File: src/rtl/hsi_s_rx_ctrl.sv
// Purpose : slave-side HSI frame receiver; frames decoded bytes as header/payload/CRC16, checks CRC, reports result.
// Latency : payload byte q/q_rdy 1 clk after d_rdy; msg_ok/crc_err/btc_vld 1 clk after the CRC low byte.
// Backpr. : none; the decoder strobes at most one byte per cycle and every strobe is consumed.
//
// Ports   : clk, rst (async, active high), en (0 forces IDLE), d/d_rdy (byte strobe in),
//           q/q_rdy (payload stream out), msg_type (one-hot {CCW,DPR,SR,BTC,TM}), btc/btc_vld,
//           msg_ok, crc_err, hdr_err, tmo_err (one-cycle result pulses),
//           err_cnt (only with HSI_S_RX_ERR_CNT_EN defined: saturating error counter).
module hsi_s_rx_ctrl #(
   parameter int TM_LEN    = 32,
   parameter int BTC_LEN   = 5,
   parameter int SR_LEN    = 0,
   parameter int DPR_LEN   = 0,
   parameter int CCW_LEN   = 1,
   parameter int GAP_TICKS = 2000
) (
   input  logic        clk,
   input  logic        rst,
   input  logic        en,
   input  logic [7:0]  d,
   input  logic        d_rdy,
   output logic [7:0]  q,
   output logic        q_rdy,
   output logic [4:0]  msg_type,
   output logic [39:0] btc,
   output logic        btc_vld,
   output logic        msg_ok,
   output logic        crc_err,
   output logic        hdr_err,
`ifdef HSI_S_RX_ERR_CNT_EN
   output logic        tmo_err,
   output logic [15:0] err_cnt
`else
   output logic        tmo_err
`endif
);

   localparam int GW = $clog2(GAP_TICKS + 1);

   typedef enum logic [1:0] {S_IDLE, S_PAYLOAD, S_CRC_HI, S_CRC_LO} state_t;

   // CRC16-CCITT, poly 0x1021, MSB-first, one byte per call
   function automatic logic [15:0] crc_upd(input logic [15:0] c, input logic [7:0] b);
      logic [15:0] r;
      logic        fb;
      r = c;
      for (int i = 7; i >= 0; i--) begin
         fb = r[15] ^ b[i];
         r  = {r[14:0], 1'b0} ^ (fb ? 16'h1021 : 16'h0000);
      end
      return r;
   endfunction

   state_t        state, state_nxt;
   logic [15:0]   crc, crc_nxt;
   logic [7:0]    cnt, cnt_nxt;
   logic [7:0]    crc_hi, crc_hi_nxt;
   logic [39:0]   shadow, shadow_nxt;
   logic [GW-1:0] gap, gap_nxt;
   logic [7:0]    q_nxt;
   logic          q_rdy_nxt;
   logic [4:0]    type_nxt;
   logic [39:0]   btc_nxt;
   logic          btc_vld_nxt, ok_nxt, crc_err_nxt, hdr_err_nxt, tmo_err_nxt;

   logic          hdr_vld;
   logic [4:0]    hdr_type;
   logic [7:0]    hdr_len;

   always_comb begin
      hdr_vld  = 1'b1;
      hdr_type = 5'b00000;
      hdr_len  = 8'd0;
      case (d)
         8'h01:   begin hdr_type = 5'b00001; hdr_len = 8'(TM_LEN);  end
         8'h02:   begin hdr_type = 5'b00010; hdr_len = 8'(BTC_LEN); end
         8'h03:   begin hdr_type = 5'b00100; hdr_len = 8'(SR_LEN);  end
         8'h04:   begin hdr_type = 5'b01000; hdr_len = 8'(DPR_LEN); end
         8'h05:   begin hdr_type = 5'b10000; hdr_len = 8'(CCW_LEN); end
         default: hdr_vld = 1'b0;
      endcase
   end

   always_comb begin
      state_nxt   = state;
      crc_nxt     = crc;
      cnt_nxt     = cnt;
      crc_hi_nxt  = crc_hi;
      shadow_nxt  = shadow;
      gap_nxt     = gap;
      q_nxt       = q;
      q_rdy_nxt   = 1'b0;
      type_nxt    = msg_type;
      btc_nxt     = btc;
      btc_vld_nxt = 1'b0;
      ok_nxt      = 1'b0;
      crc_err_nxt = 1'b0;
      hdr_err_nxt = 1'b0;
      tmo_err_nxt = 1'b0;

      if (!en) begin
         // abort silently: no result pulse for a dropped frame
         state_nxt = S_IDLE;
         type_nxt  = 5'b00000;
         gap_nxt   = '0;
         crc_nxt   = 16'hFFFF;
      end else if (d_rdy) begin
         // a byte always wins over a coincident timeout
         gap_nxt = '0;
         case (state)
            S_IDLE: begin
               if (hdr_vld) begin
                  type_nxt   = hdr_type;
                  crc_nxt    = crc_upd(16'hFFFF, d);
                  cnt_nxt    = hdr_len;
                  shadow_nxt = '0;
                  state_nxt  = (hdr_len == 8'd0) ? S_CRC_HI : S_PAYLOAD;
               end else begin
                  hdr_err_nxt = 1'b1;
               end
            end
            S_PAYLOAD: begin
               q_nxt     = d;
               q_rdy_nxt = 1'b1;
               crc_nxt   = crc_upd(crc, d);
               cnt_nxt   = cnt - 8'd1;
               if (msg_type[1]) shadow_nxt = {shadow[31:0], d};
               if (cnt == 8'd1) state_nxt = S_CRC_HI;
            end
            S_CRC_HI: begin
               crc_hi_nxt = d;
               state_nxt  = S_CRC_LO;
            end
            S_CRC_LO: begin
               state_nxt = S_IDLE;
               type_nxt  = 5'b00000;
               crc_nxt   = 16'hFFFF;
               if ({crc_hi, d} == crc) begin
                  ok_nxt = 1'b1;
                  if (msg_type[1]) begin
                     btc_nxt     = shadow;
                     btc_vld_nxt = 1'b1;
                  end
               end else begin
                  crc_err_nxt = 1'b1;
               end
            end
            default: state_nxt = S_IDLE;
         endcase
      end else if (state != S_IDLE) begin
         // counter reaches GAP_TICKS-1 on this edge -> abort the frame
         if (gap == GW'(GAP_TICKS - 2)) begin
            tmo_err_nxt = 1'b1;
            state_nxt   = S_IDLE;
            type_nxt    = 5'b00000;
            gap_nxt     = '0;
            crc_nxt     = 16'hFFFF;
         end else begin
            gap_nxt = gap + GW'(1);
         end
      end
   end

   always_ff @(posedge clk or posedge rst) begin
      if (rst) begin
         state    <= S_IDLE;
         crc      <= 16'hFFFF;
         cnt      <= 8'd0;
         crc_hi   <= 8'd0;
         shadow   <= 40'd0;
         gap      <= '0;
         q        <= 8'd0;
         q_rdy    <= 1'b0;
         msg_type <= 5'b00000;
         btc      <= 40'd0;
         btc_vld  <= 1'b0;
         msg_ok   <= 1'b0;
         crc_err  <= 1'b0;
         hdr_err  <= 1'b0;
         tmo_err  <= 1'b0;
      end else begin
         state    <= state_nxt;
         crc      <= crc_nxt;
         cnt      <= cnt_nxt;
         crc_hi   <= crc_hi_nxt;
         shadow   <= shadow_nxt;
         gap      <= gap_nxt;
         q        <= q_nxt;
         q_rdy    <= q_rdy_nxt;
         msg_type <= type_nxt;
         btc      <= btc_nxt;
         btc_vld  <= btc_vld_nxt;
         msg_ok   <= ok_nxt;
         crc_err  <= crc_err_nxt;
         hdr_err  <= hdr_err_nxt;
         tmo_err  <= tmo_err_nxt;
      end
   end

`ifdef HSI_S_RX_ERR_CNT_EN
   // counts on the same edge that raises the error pulse, so it is coincident with it
   always_ff @(posedge clk or posedge rst) begin
      if (rst) begin
         err_cnt <= 16'd0;
      end else if ((crc_err_nxt | hdr_err_nxt | tmo_err_nxt) && (err_cnt != 16'hFFFF)) begin
         err_cnt <= err_cnt + 16'd1;
      end
   end
`endif

endmodule

File: config.mk
export PLATFORM = sky130hd
export DESIGN_NAME = hsi_s_rx_ctrl
export DESIGN_NICKNAME = d
export VERILOG_FILES = /design/src/rtl/hsi_s_rx_ctrl.sv
export SDC_FILE = /design/constraint.sdc
export NUM_CORES = 1
export LEC_CHECK = 0
export ABC_AREA = 1
export BUFFER_PORTS_ARGS = -buffer_cell sky130_fd_sc_hd__buf_2
export CORE_MARGIN = 2
export CORE_UTILIZATION = 52
export CTS_CLUSTER_SIZE = 12
export DETAILED_ROUTE_END_ITERATION = 6
export GPL_ROUTABILITY_DRIVEN = 0
export PLACE_DENSITY = 0.71
export SETUP_SLACK_MARGIN = 0.05
export SYNTH_ARGS = -nofsm -noshare
export SYNTH_HDL_FRONTEND = slang
export SYNTH_SLANG_ARGS = --single-unit
File: constraint.sdc
create_clock -name clk -period 7.19 [get_ports clk]
set_clock_uncertainty 0.05 [all_clocks]
set_input_delay 2.157 -clock clk [delete_from_list [all_inputs] [get_ports clk]]
set_output_delay 2.157 -clock clk [all_outputs]
set_load 0.03 [all_outputs]
# == Word level (Yosys, flattened, before mapping) ==
# Cells that the tools add are included.
# W data, S select, Z words.
# word_totals
reg_bits,144
input_bits,12
wordCells,152
# classes
addsub,2
eq_ne,19
muxes,72
bitwise_logic,31
reduce_logical,13
# op_table
cell,count
$xor A16 B13 Y16,15
$mux W13,16
$mux W16,5
$mux W40,2
$pmux W40 S2,1
$pmux W16 S3,1
$mux W11,4
$mux W1,25
$mux W5,5
$pmux W5 S5,1
$pmux W6 S3,1
$eq A16 B16 Y1,1
$eq A8 B1 Y1 const B,2
$eq A8 B2 Y1 const B,2
$eq A8 B3 Y1 const B,2
$pmux W8 S2,1
$reduce_and A4 Y1,4
$not A12 Y15,1
$xor A1 B1 Y1,15
$mux W2,7
$add A11 B1 Y11 const B,1
$eq A11 B11 Y1 const B,1
$pmux W5 S2,1
$reduce_and A5 Y1,2
other kinds (15),21

# == Longest topological paths before layout ==
# Gate-level depths: netlist of the first run.
# depth
word_depth,27
mapped_depth,13
ltp_nobuf,11

# == Worst setup path before layout of the first run ==
# No wires, ideal clock.
# synth_path
path_type,in2reg
from,input port d[7]
to,register shadow[15]
arrival_ns,3.270
required_ns,7.018
setup_slack_ns,3.748
stages,12
path_buffers,2
path_cell_list,buf_2 > inv_4 > nand2_2 > nor2_4 > nand2_1 > nand3_2 > inv_2 > nand2_4 > o211ai_2 > buf_2 > nand2_1 > nand2_1
# synth_via
elab_chain_len,5
word_cells_on_any_way,9
# synth_lines
item,line_no,source
start: declaration,20,"input logic [7:0] d,"
"$eq A8 B3 Y1, or another cell as far along",74,case (d)
$reduce_or A5 Y1 (no line) (*),-,
$mux W1 (*),74,
$ne A2 B2 Y1 (no line) (*),-,
$reduce_and A5 Y1 (no line) (*),-,
end signal: assignment,186,shadow <= shadow_nxt;
end: declaration,58,"logic [39:0] shadow, shadow_nxt;"
# Mark *: on every way between the ends. The rest lies on a longest branch, timed or not.
# A chain may end at the register's enable or synchronous reset.

# == Worst setup path in the final report of the first run ==
# layout_path
from,input port d[6]
to,register shadow[24]
# The elaborated chain is that of the path after synthesis.

==> results of run 1 <==
-- power breakdown --
part | switching (mW) | internal, mW | total, mW
sequential | 0.0539 | 0.873 | 0.927
clock | 0.343 | 0.585 | 0.927
combinational | 0.226 | 0.108 | 0.333
total | 0.622 | 1.57 | 2.19
-- worst reg2reg max path, stage by stage (launching register included) --
cell and delay, ns:
dfrtp_1 0.42, inv_1 0.09, ha_2 0.17, buf_4 0.53, inv_1 0.15, buf_4 0.32, nor2_1 0.36, inv_1 0.31
nand2_1 0.15, o21ai_0 0.10
-- cell usage after synthesis --
master	count
a21oi_1	11
and3_1	1
buf_1	2
buf_2	28
buf_4	4
buf_6	2
clkbuf_1	31
dfrtp_1	128
dfstp_2	16
ha_1	8
inv_1	94
inv_2	8
inv_4	1
nand2_1	424
nand2_2	3
nand2_4	1
nand3_1	43
nand3_2	1
nand3_4	2
nand4_1	69
nor2_1	48
nor2_4	3
nor3_1	9
nor4_1	3
o2111ai_1	40
o211ai_2	1
o21ai_0	27
o21ai_1	7
o21ai_2	1
o21bai_1	2
o31ai_1	1
xnor2_1	11
xor2_1	10
-- worst paths after layout --
path / end / startpoint / cells past startpoint
setup / recovery: shadow[24] / d[6] / 12
hold / removal: btc[36] / btc[36] / 2
setup reg to reg: q[5] / state[1] / 9
hold reg to reg: btc[36] / btc[36] / 2
max in group asynchronous: msg_type[1] / rst / 3
min in group asynchronous: btc[7] / rst / 2
-- cell type report --
class	instances	area [µm²]	area share, %
multi-input combinational	726	3510	39.9
timing repair buffer	79	418	4.75
tap	184	230	2.62
sequential	144	3620	41.2
inverter	103	394	4.48
clock buffer	24	492	5.59
clock inverter	8	128	1.45
-- cells by family after synthesis --
group           synth area share (%)
buf+inv                         9.01
flops                           46.3
fa+ha+maj                       1.28
xor+xnor                        2.35
simple gates                    33.2
compound gates                  7.91
-- layer usage --
| layer | GRT usage [%] | up-vias | part of all wire, % |
|---|---|---|---|
| met5 | 0 | - | 0 |
| met4 | 10.5 | 0 | 2.6 |
| met3 | 4.93 | 46 | 6.1 |
| met2 | 40.5 | 261 | 46 |
| met1 | 35.9 | 3310 | 45 |
| li1 | - | 3438 | - |
-- registers in the layout, indices dropped and copies added, names as in the netlist --
register and flops:
btc 40, shadow 40, crc 16, gap 11, cnt 8, crc_hi 8
q 8, msg_type 5, state 2, btc_vld 1, crc_err 1, hdr_err 1
msg_ok 1, q_rdy 1, tmo_err 1
==> flow_summary.json, run 1 <==
{
  "wl_mm": 19.8,
  "grt_pass1_vias": 6644,
  "min_period_ns": 4.07,
  "core-area_um2": 14600,
  "cts_hold_buf": 0,
  "ys_warn_count": 0,
  "critPathMaxFanout": 43,
  "cp.buffers_inverters": 4,
  "wire_per_inst_um": 15.6,
  "arrival_ns": 4.33,
  "p_per_area_nw_per_um2": 249,
  "ys_seq_area_share_pct": 46.3,
  "pre_cts_slack_ns": 2.73,
  "grt-ovfl-total": 0,
  "layout.nets": 1091,
  "cts.sinks": 144,
  "hp-class": "flop to flop",
  "cts_setup_buffers": 0,
  "synth.ff_latch_count": 144,
  "grt_max_degree": 107,
  "clockBufferDepth": 2,
  "regToRegSetupSlack_ns": 4.39,
  "remaining_drc_errors": 0,
  "hpwl_mm": 13.0,
  "die_x_um": 127,
  "dp_cells": 1236,
  "worstPathCellList": "buf_2 > inv_2 > nand2_2 > nor2_4 > nand2_1 > nand3_2 > inv_2 > nand2_4 > o211ai_2 > buf_4 > nand2_1 > nand2_1",
  "critical_path_required_ns": 7.45,
  "endpoint_kind": "flop",
  "max_stage_delay_ns": 0.46,
  "final_area_um2": 8790,
  "die_h_um": 127,
  "die-area_um2": 16100,
  "grt_use_total_pct": 25.9,
  "cts_root_buf": "clkbuf_16",
  "post-route-util_pct": 60.1,
  "dr_total_vias": 7055,
  "power_mw": 2.19,
  "placed_area_um2": 8180,
  "synth_area_um2": 7830,
  "clk_pin_slew_ns": 0.06,
  "vias_per_cell": 5.56,
  "drtPass1Iterations": 6,
  "clk_latency_ns": 0.43,
  "synth_top_area_share_pct": 40.9,
  "drv_cap": 0,
  "max_freq_ghz": 0.246,
  "cp-start-kind": "primary input",
  "synth_area_per_cell_um2": 7.53,
  "hold_viol_final": 0,
  "fin_cells": 1268,
  "ys_top_cells_by_area": "dfrtp_1, nand2_1, nand4_1",
  "area_delta_synth_final_pct": 12.3,
  "cp_common_cell": "nand2_1",
  "crit_family": "simple AND/OR/NAND/NOR gates",
  "path_class": "primary input to flop",
  "cts_resized": 0,
  "initialDrtViolationCount": 778,
  "rsz0062_at_grt": "false",
  "max-slew-margin-rel_pct": 32.3,
  "slew_viol_final": 0,
  "leakage_nw": 5.00,
  "critPathSlowestCell": "o211ai_2",
  "diodes": 0,
  "cts-htree-levels": 4,
  "synth_top_area_cell": "dfrtp_1",
  "finalSetupViolCount": 0,
  "io_pins": 71,
  "mostFrequentLayoutCell": "nand2_1",
  "status": "complete, no violations",
  "fin_ws_ns": 3.12,
  "tns_ns": 0,
  "mostFrequentLayoutCells": "nand2_1, dfrtp_1, inv_1",
  "whs_ns": 0.412,
  "cts_tree": "done",
  "grt_pass1_wl_mm": 33.4,
  "rows": 44,
  "port_buffers": 70,
  "antenna_left": 0,
  "syn_inst": 1040,
  "numCtsBuffers": 17,
  "peakVddDrop_mv": 0.157,
  "ys_types": 33,
  "antenna_found_initial": 0,
  "min_period_over_period_pct": 56.5,
  "drive_above_1_share_pct": 13.8,
  "tightest_slew_ns": 1.01,
  "fillers": 1373,
  "synth_nets": 1060,
  "start_util_pct": 53.5
}
Note: power is estimated with default switching activity, not from simulation.
==> inputs of run 2 (changes only) <==
--- a/config.mk
+++ b/config.mk
@@ -12,7 +12,7 @@
 export CTS_CLUSTER_SIZE = 12
 export DETAILED_ROUTE_END_ITERATION = 6
 export GPL_ROUTABILITY_DRIVEN = 0
-export PLACE_DENSITY = 0.71
+export PLACE_DENSITY = 0.74
 export SETUP_SLACK_MARGIN = 0.05
 export SYNTH_ARGS = -nofsm -noshare
 export SYNTH_HDL_FRONTEND = slang
==> constraint.sdc (replaced) <==
create_clock -name clk -period 3.7 [get_ports clk]
set_clock_uncertainty 0.05 [all_clocks]
set_input_delay 1.11 -clock clk [delete_from_list [all_inputs] [get_ports clk]]
set_output_delay 1.11 -clock clk [all_outputs]
set_load 0.03 [all_outputs]
==> run 2 against run 1 <==
Compared with the run above:
- die area unchanged
- sequential cell count unchanged
- cell area up 0.97%
- setup slack worse by 2.1 ns
- sequential share of layout area down 0.39 points
- largest cell class unchanged
- power up 95%
- hold slack better by 0.0014 ns
- register-to-register slack worse by 3.3 ns
==> flow_summary.json, run 2 (same netlist as run 1, synthesis figures left out) <==
{
  "grt_use_total_pct": 25.1,
  "rsz0062_at_grt": "false",
  "rows": 44,
  "grt_pass1_vias": 6550,
  "largestRegisters": "btc x40, shadow x40, crc x16",
  "grt_pass1_wl_mm": 32.5,
  "max_stage_delay_ns": 0.56,
  "drtPass1Iterations": 5,
  "cts_setup_buffers": 0,
  "p_per_area_nw_per_um2": 480,
  "diodes": 0,
  "path_class": "flop to flop",
  "tightest_slew_ns": 0.898,
  "status": "complete, no violations",
  "power_frac_seq_pct": 42.2,
  "antenna_found_initial": 0,
  "clockBufferDepth": 2,
  "critical_path_required_ns": 3.94,
  "cp_common_cell": "inv_1",
  "mostFrequentLayoutCell": "nand2_1",
  "cts_tree": "done",
  "power.internal_mw": 3.00,
  "max-slew-margin-rel_pct": 40.1,
  "leakage_nw": 5.06,
  "die_h_um": 127,
  "hp-class": "flop to flop",
  "start_util_pct": 53.5,
  "area_delta_synth_final_pct": 13.4,
  "cp-start-kind": "flop",
  "port_buffers": 70,
  "grt-ovfl-total": 0,
  "critPathSlowestCell": "ha_2",
  "power.switching_mw": 1.27,
  "endpoint_kind": "flop",
  "cts.sinks": 144,
  "crit_family": "buffers and inverters",
  "mostFrequentLayoutCells": "nand2_1, dfrtp_1, inv_1",
  "fin_ws_ns": 1.06,
  "finalSetupViolCount": 0,
  "arrival_ns": 2.88,
  "tns_ns": 0,
  "io_pins": 71,
  "cts-htree-levels": 4,
  "hold_viol_final": 0,
  "antenna_left": 0,
  "final_area_um2": 8880,
  "drive_above_1_share_pct": 14.7,
  "hpwl_mm": 13.1,
  "dr_total_vias": 7126,
  "drv_cap": 0,
  "worstPathCellList": "inv_1 > ha_2 > inv_1 > buf_4 > nor2_1 > inv_1 > nand2_1 > o21ai_0",
  "core-area_um2": 14600,
  "cts_resized": 0,
  "layout.nets": 1099,
  "die_x_um": 127,
  "max_freq_ghz": 0.379,
  "remaining_drc_errors": 0,
  "min_period_ns": 2.64,
  "initialDrtViolationCount": 762,
  "wl_mm": 19.4,
  "die-area_um2": 16100,
  "cp.buffers_inverters": 4,
  "clkPwrFrac_pct": 42.6,
  "slew_viol_final": 0,
  "cts_root_buf": "clkbuf_16",
  "clk_pin_slew_ns": 0.06,
  "cts_hold_buf": 0,
  "critPathMaxFanout": 46,
  "peakVddDrop_mv": 0.429,
  "vias_per_cell": 5.58,
  "pre_cts_slack_ns": 0.701,
  "wire_per_inst_um": 15.2,
  "grt_max_degree": 84,
  "numCtsBuffers": 17,
  "p_comb_share_pct": 15.1,
  "sw_frac_of_total_pct": 29.7,
  "min_period_over_period_pct": 71.3,
  "clk_latency_ns": 0.43,
  "placed_area_um2": 8260
}
[run 2: power groups by stage]
stage	clock network [mW]	registers (mW)	logic, mW
CTS	1.84	1.80	0.642
global placement	0	1.82	0.628
global route	1.91	1.81	0.729
detailed placement	0	1.82	0.640
floorplan	0	1.82	0.489
finish	1.82	1.80	0.645
[run 2: final timing paths]
kind	slack, ns	cells after the start	end	startpoint
worst max-delay path	1.06	8	q[6]	state[1]
worst max register to register	1.06	8	q[6]	state[1]
min in group asynchronous	0.73	2	btc[34]	rst
worst min-delay path	0.41	2	btc[38]	btc[38]
max in group asynchronous	2.06	3	crc[10]	rst
worst min register to register	0.41	2	btc[38]	btc[38]
[run 2: per-stage QoR]
step           hold slack [ns]  power (mW)  instances  util [%]
5_1_grt                  0.429        4.45       1276      60.6
3_5_place_dp             0.403        2.46       1244      56.4
2_1_floorplan            0.392        2.30       1040         -
4_1_cts                  0.419        4.28       1276      60.6
3_3_place_gp             0.399        2.45       1244      56.4
6_report                 0.413        4.26       1276      60.6
[run 2: per-layer routing]
| metal | GRT usage [%] | wire [µm] | vias to the layer above |
|---|---|---|---|
| met1 | 35.4 | 8840 | 3357 |
| met2 | 38.6 | 8870 | 275 |
| met4 | 9.18 | 381 | 0 |
| met5 | 0 | 0 | - |
| met3 | 5.53 | 1330 | 37 |
| li1 | - | - | 3457 |
[run 2: worst min-delay path, delay by kind of cell (launching register included)]
family / cells / cell delay [ns]
simple gates: 2 / 0.09
flops: 1 / 0.34
[run 2: cell type report]
cell class | count | area [µm²]
fill | 1325 | 5760
sequential | 144 | 3620
tap | 184 | 230
clock inverter | 15 | 195
multi-input combinational | 726 | 3510
inverter | 103 | 393
timing repair buffer | 87 | 503
clock buffer | 17 | 425
==> inputs of run 3 (changes only) <==
--- a/config.mk
+++ b/config.mk
@@ -5,14 +5,14 @@
 export SDC_FILE = /design/constraint.sdc
 export NUM_CORES = 1
 export LEC_CHECK = 0
-export ABC_AREA = 1
+export ABC_AREA = 0
 export BUFFER_PORTS_ARGS = -buffer_cell sky130_fd_sc_hd__buf_2
 export CORE_MARGIN = 2
 export CORE_UTILIZATION = 52
 export CTS_CLUSTER_SIZE = 12
 export DETAILED_ROUTE_END_ITERATION = 6
 export GPL_ROUTABILITY_DRIVEN = 0
-export PLACE_DENSITY = 0.74
+export PLACE_DENSITY = 0.75
 export SETUP_SLACK_MARGIN = 0.05
 export SYNTH_ARGS = -nofsm -noshare
 export SYNTH_HDL_FRONTEND = slang
==> constraint.sdc (replaced) <==
create_clock -name clk -period 2.3 [get_ports clk]
set_clock_uncertainty 0.05 [all_clocks]
set_input_delay 0.69 -clock clk [delete_from_list [all_inputs] [get_ports clk]]
set_output_delay 0.69 -clock clk [all_outputs]
set_load 0.03 [all_outputs]
==> run 3 against run 2 <==
Compared with the run above:
- core utilization up 8.3 points
- register-to-register slack got worse by 1.0 ns
- hold slack lost 0.090 ns
- setup slack worse by 1.0 ns
- power increased by 50%
- combinational power is 23% higher
- first-iteration DRC count shrank 48%
- sequential share of layout area rose by 2.6 points
- sequential cell count unchanged
- routed wire length shrank 21%
- largest cell class unchanged
==> flow_summary.json, run 3 <==
{
  "status": "complete, no violations",
  "wire_per_inst_um": 18.3,
  "power_mw": 6.39,
  "cp-start-kind": "flop",
  "grt_pass1_vias": 4689,
  "cts-htree-levels": 4,
  "ys_types": 44,
  "synth.ff_latch_count": 144,
  "slew_viol_final": 0,
  "numCtsBuffers": 17,
  "synth_top_area_cell": "dfrtp_1",
  "io_pins": 71,
  "path_class": "flop to flop",
  "cts.sinks": 144,
  "final_area_um2": 8350,
  "start_util_pct": 53.9,
  "hold_viol_final": 0,
  "port_buffers": 70,
  "critPathMaxFanout": 10,
  "ys_top_cells_by_area": "dfrtp_1, mux2_2, dfstp_2",
  "die_h_um": 116,
  "rows": 40,
  "ys_warn_count": 0,
  "critical_path_required_ns": 2.56,
  "synthTopCellsByCount": "dfrtp_1, mux2_2, nor2_1, a22o_1, xnor2_1",
  "antenna_left": 0,
  "core-area_um2": 12100,
  "fin_cells": 843,
  "largestRegisters": "btc x40, shadow x40, crc x16",
  "endpoint_kind": "flop",
  "drv_cap": 0,
  "initialDrtViolationCount": 397,
  "synth_edf_count": 0,
  "synth_area_um2": 6530,
  "tns_ns": 0,
  "dr_total_vias": 4721,
  "cts_root_buf": "clkbuf_16",
  "grt-ovfl-total": 0,
  "finalSetupViolCount": 0,
  "diodes": 0,
  "rsz0062_at_grt": "true",
  "min_period_ns": 2.28,
  "synth_most_common_cell": "dfrtp_1",
  "area_delta_synth_final_pct": 27.9,
  "mostFrequentLayoutCells": "dfrtp_1, buf_2, nor2_1",
  "leakage_nw": 3.97,
  "cts_tree": "done",
  "fillers": 892,
  "vias_per_cell": 5.60,
  "clk_pin_slew_ns": 0.06,
  "max_freq_ghz": 0.438,
  "drive_above_1_share_pct": 37.2,
  "wl_mm": 15.4,
  "synthArstFlopShare_pct": 100,
  "max-slew-margin-rel_pct": 62.6,
  "die_x_um": 116,
  "placed_area_um2": 7600,
  "die-area_um2": 13500,
  "min_period_over_period_pct": 99.3,
  "ys_seq_area_share_pct": 55.5,
  "antenna_found_initial": 0,
  "synth_top_area_share_pct": 49.1,
  "clockBufferDepth": 2,
  "clk_latency_ns": 0.42,
  "synth_area_per_cell_um2": 11.8,
  "cts_hold_buf": 0,
  "arrival_ns": 2.54,
  "whs_ns": 0.323,
  "grt_use_total_pct": 23.8,
  "peakVddDrop_mv": 0.472,
  "grt_pass1_wl_mm": 24.3,
  "syn_inst": 555,
  "hpwl_mm": 10.3,
  "drtPass1Iterations": 5,
  "p_per_area_nw_per_um2": 765,
  "ys.flop_type": "dfrtp_1",
  "dp_cells": 807,
  "grt_max_degree": 92,
  "synth_nets": 575,
  "tightest_slew_ns": 0.557,
  "mostFrequentLayoutCell": "dfrtp_1",
  "layout.nets": 682,
  "remaining_drc_errors": 0,
  "hp-class": "primary input to async pin"
}
[run 3: path summary, 6_finish.rpt]
kind	end	depth (start not counted)	slack (ns)	startpoint
setup / recovery	btc[11]	6	0.02	crc[0]
hold / removal	q_rdy	3	0.32	rst
setup reg to reg	btc[11]	6	0.02	crc[0]
hold reg to reg	msg_type[4]	2	0.44	msg_type[4]
max in group asynchronous	crc_err	3	1.45	rst
min in group clk	msg_type[4]	2	0.44	msg_type[4]
[run 3: cells by family (layout without fill, tap and decap cells)]
group,Yosys count,after routing,share of synthesized area (%)
simple gates,131,131,9.68
flops,144,144,55.5
mux,61,61,10.5
xor+xnor,53,53,7.11
compound gates,111,111,12.6
buf+inv,47,167,3.03
fa+ha+maj,8,8,1.53
[run 3: critical path, stage by stage, from the launching register on]
cell       delay (ns)
dfstp_2          0.56
xnor2_1          0.12
nand4_1          0.19
nor4_4           0.34
and4_4           0.38
clkbuf_16        0.22
mux2_4           0.31
[run 3: layout make-up]
class | instances | area [µm²] | share of cell area (%)
clock buffer | 18 | 429 | 5.14
clock inverter | 14 | 180 | 2.16
inverter | 10 | 41.3 | 0.495
multi-input combinational | 364 | 2960 | 35.5
sequential | 144 | 3620 | 43.4
tap | 168 | 210 | 2.52
timing repair buffer | 125 | 902 | 10.8
[run 3: power by group]
group | switching (mW) | total (mW) | internal, mW | leakage (nW)
clock network | 1.09 | 2.82 | 1.72 | 0.298
logic | 0.439 | 0.791 | 0.351 | 1.75
registers | 0.105 | 2.78 | 2.67 | 1.93
total | 1.64 | 6.39 | 4.75 | 3.97
[run 3: per-layer routing]
layer  track usage, %  wire length, µm  vias up
met3             5.60              734       25
li1                 -                -     2189
met1             31.4             6730     2352
met4             9.44              318        0
met5                0                0        -
met2             38.5             7600      155
[run 3: metrics by stage]
step | utilization, % | worst slack (ns)
2_1_floorplan | - | -0.243
4_1_cts | 67.9 | 0.0323
5_1_grt | 68.9 | -0.0536
3_5_place_dp | 62.8 | -0.373
6_report | 68.9 | 0.0162
3_3_place_gp | 62.8 | -0.282
[run 3: timing repair]
item                       in CTS  in global routing
hold endpoints to repair        0                  0
gates resized for setup         1                 10
pin swaps                       2                  3
setup endpoints to repair      39                 60
cloned                          0                  2
setup buffers                   1                  1
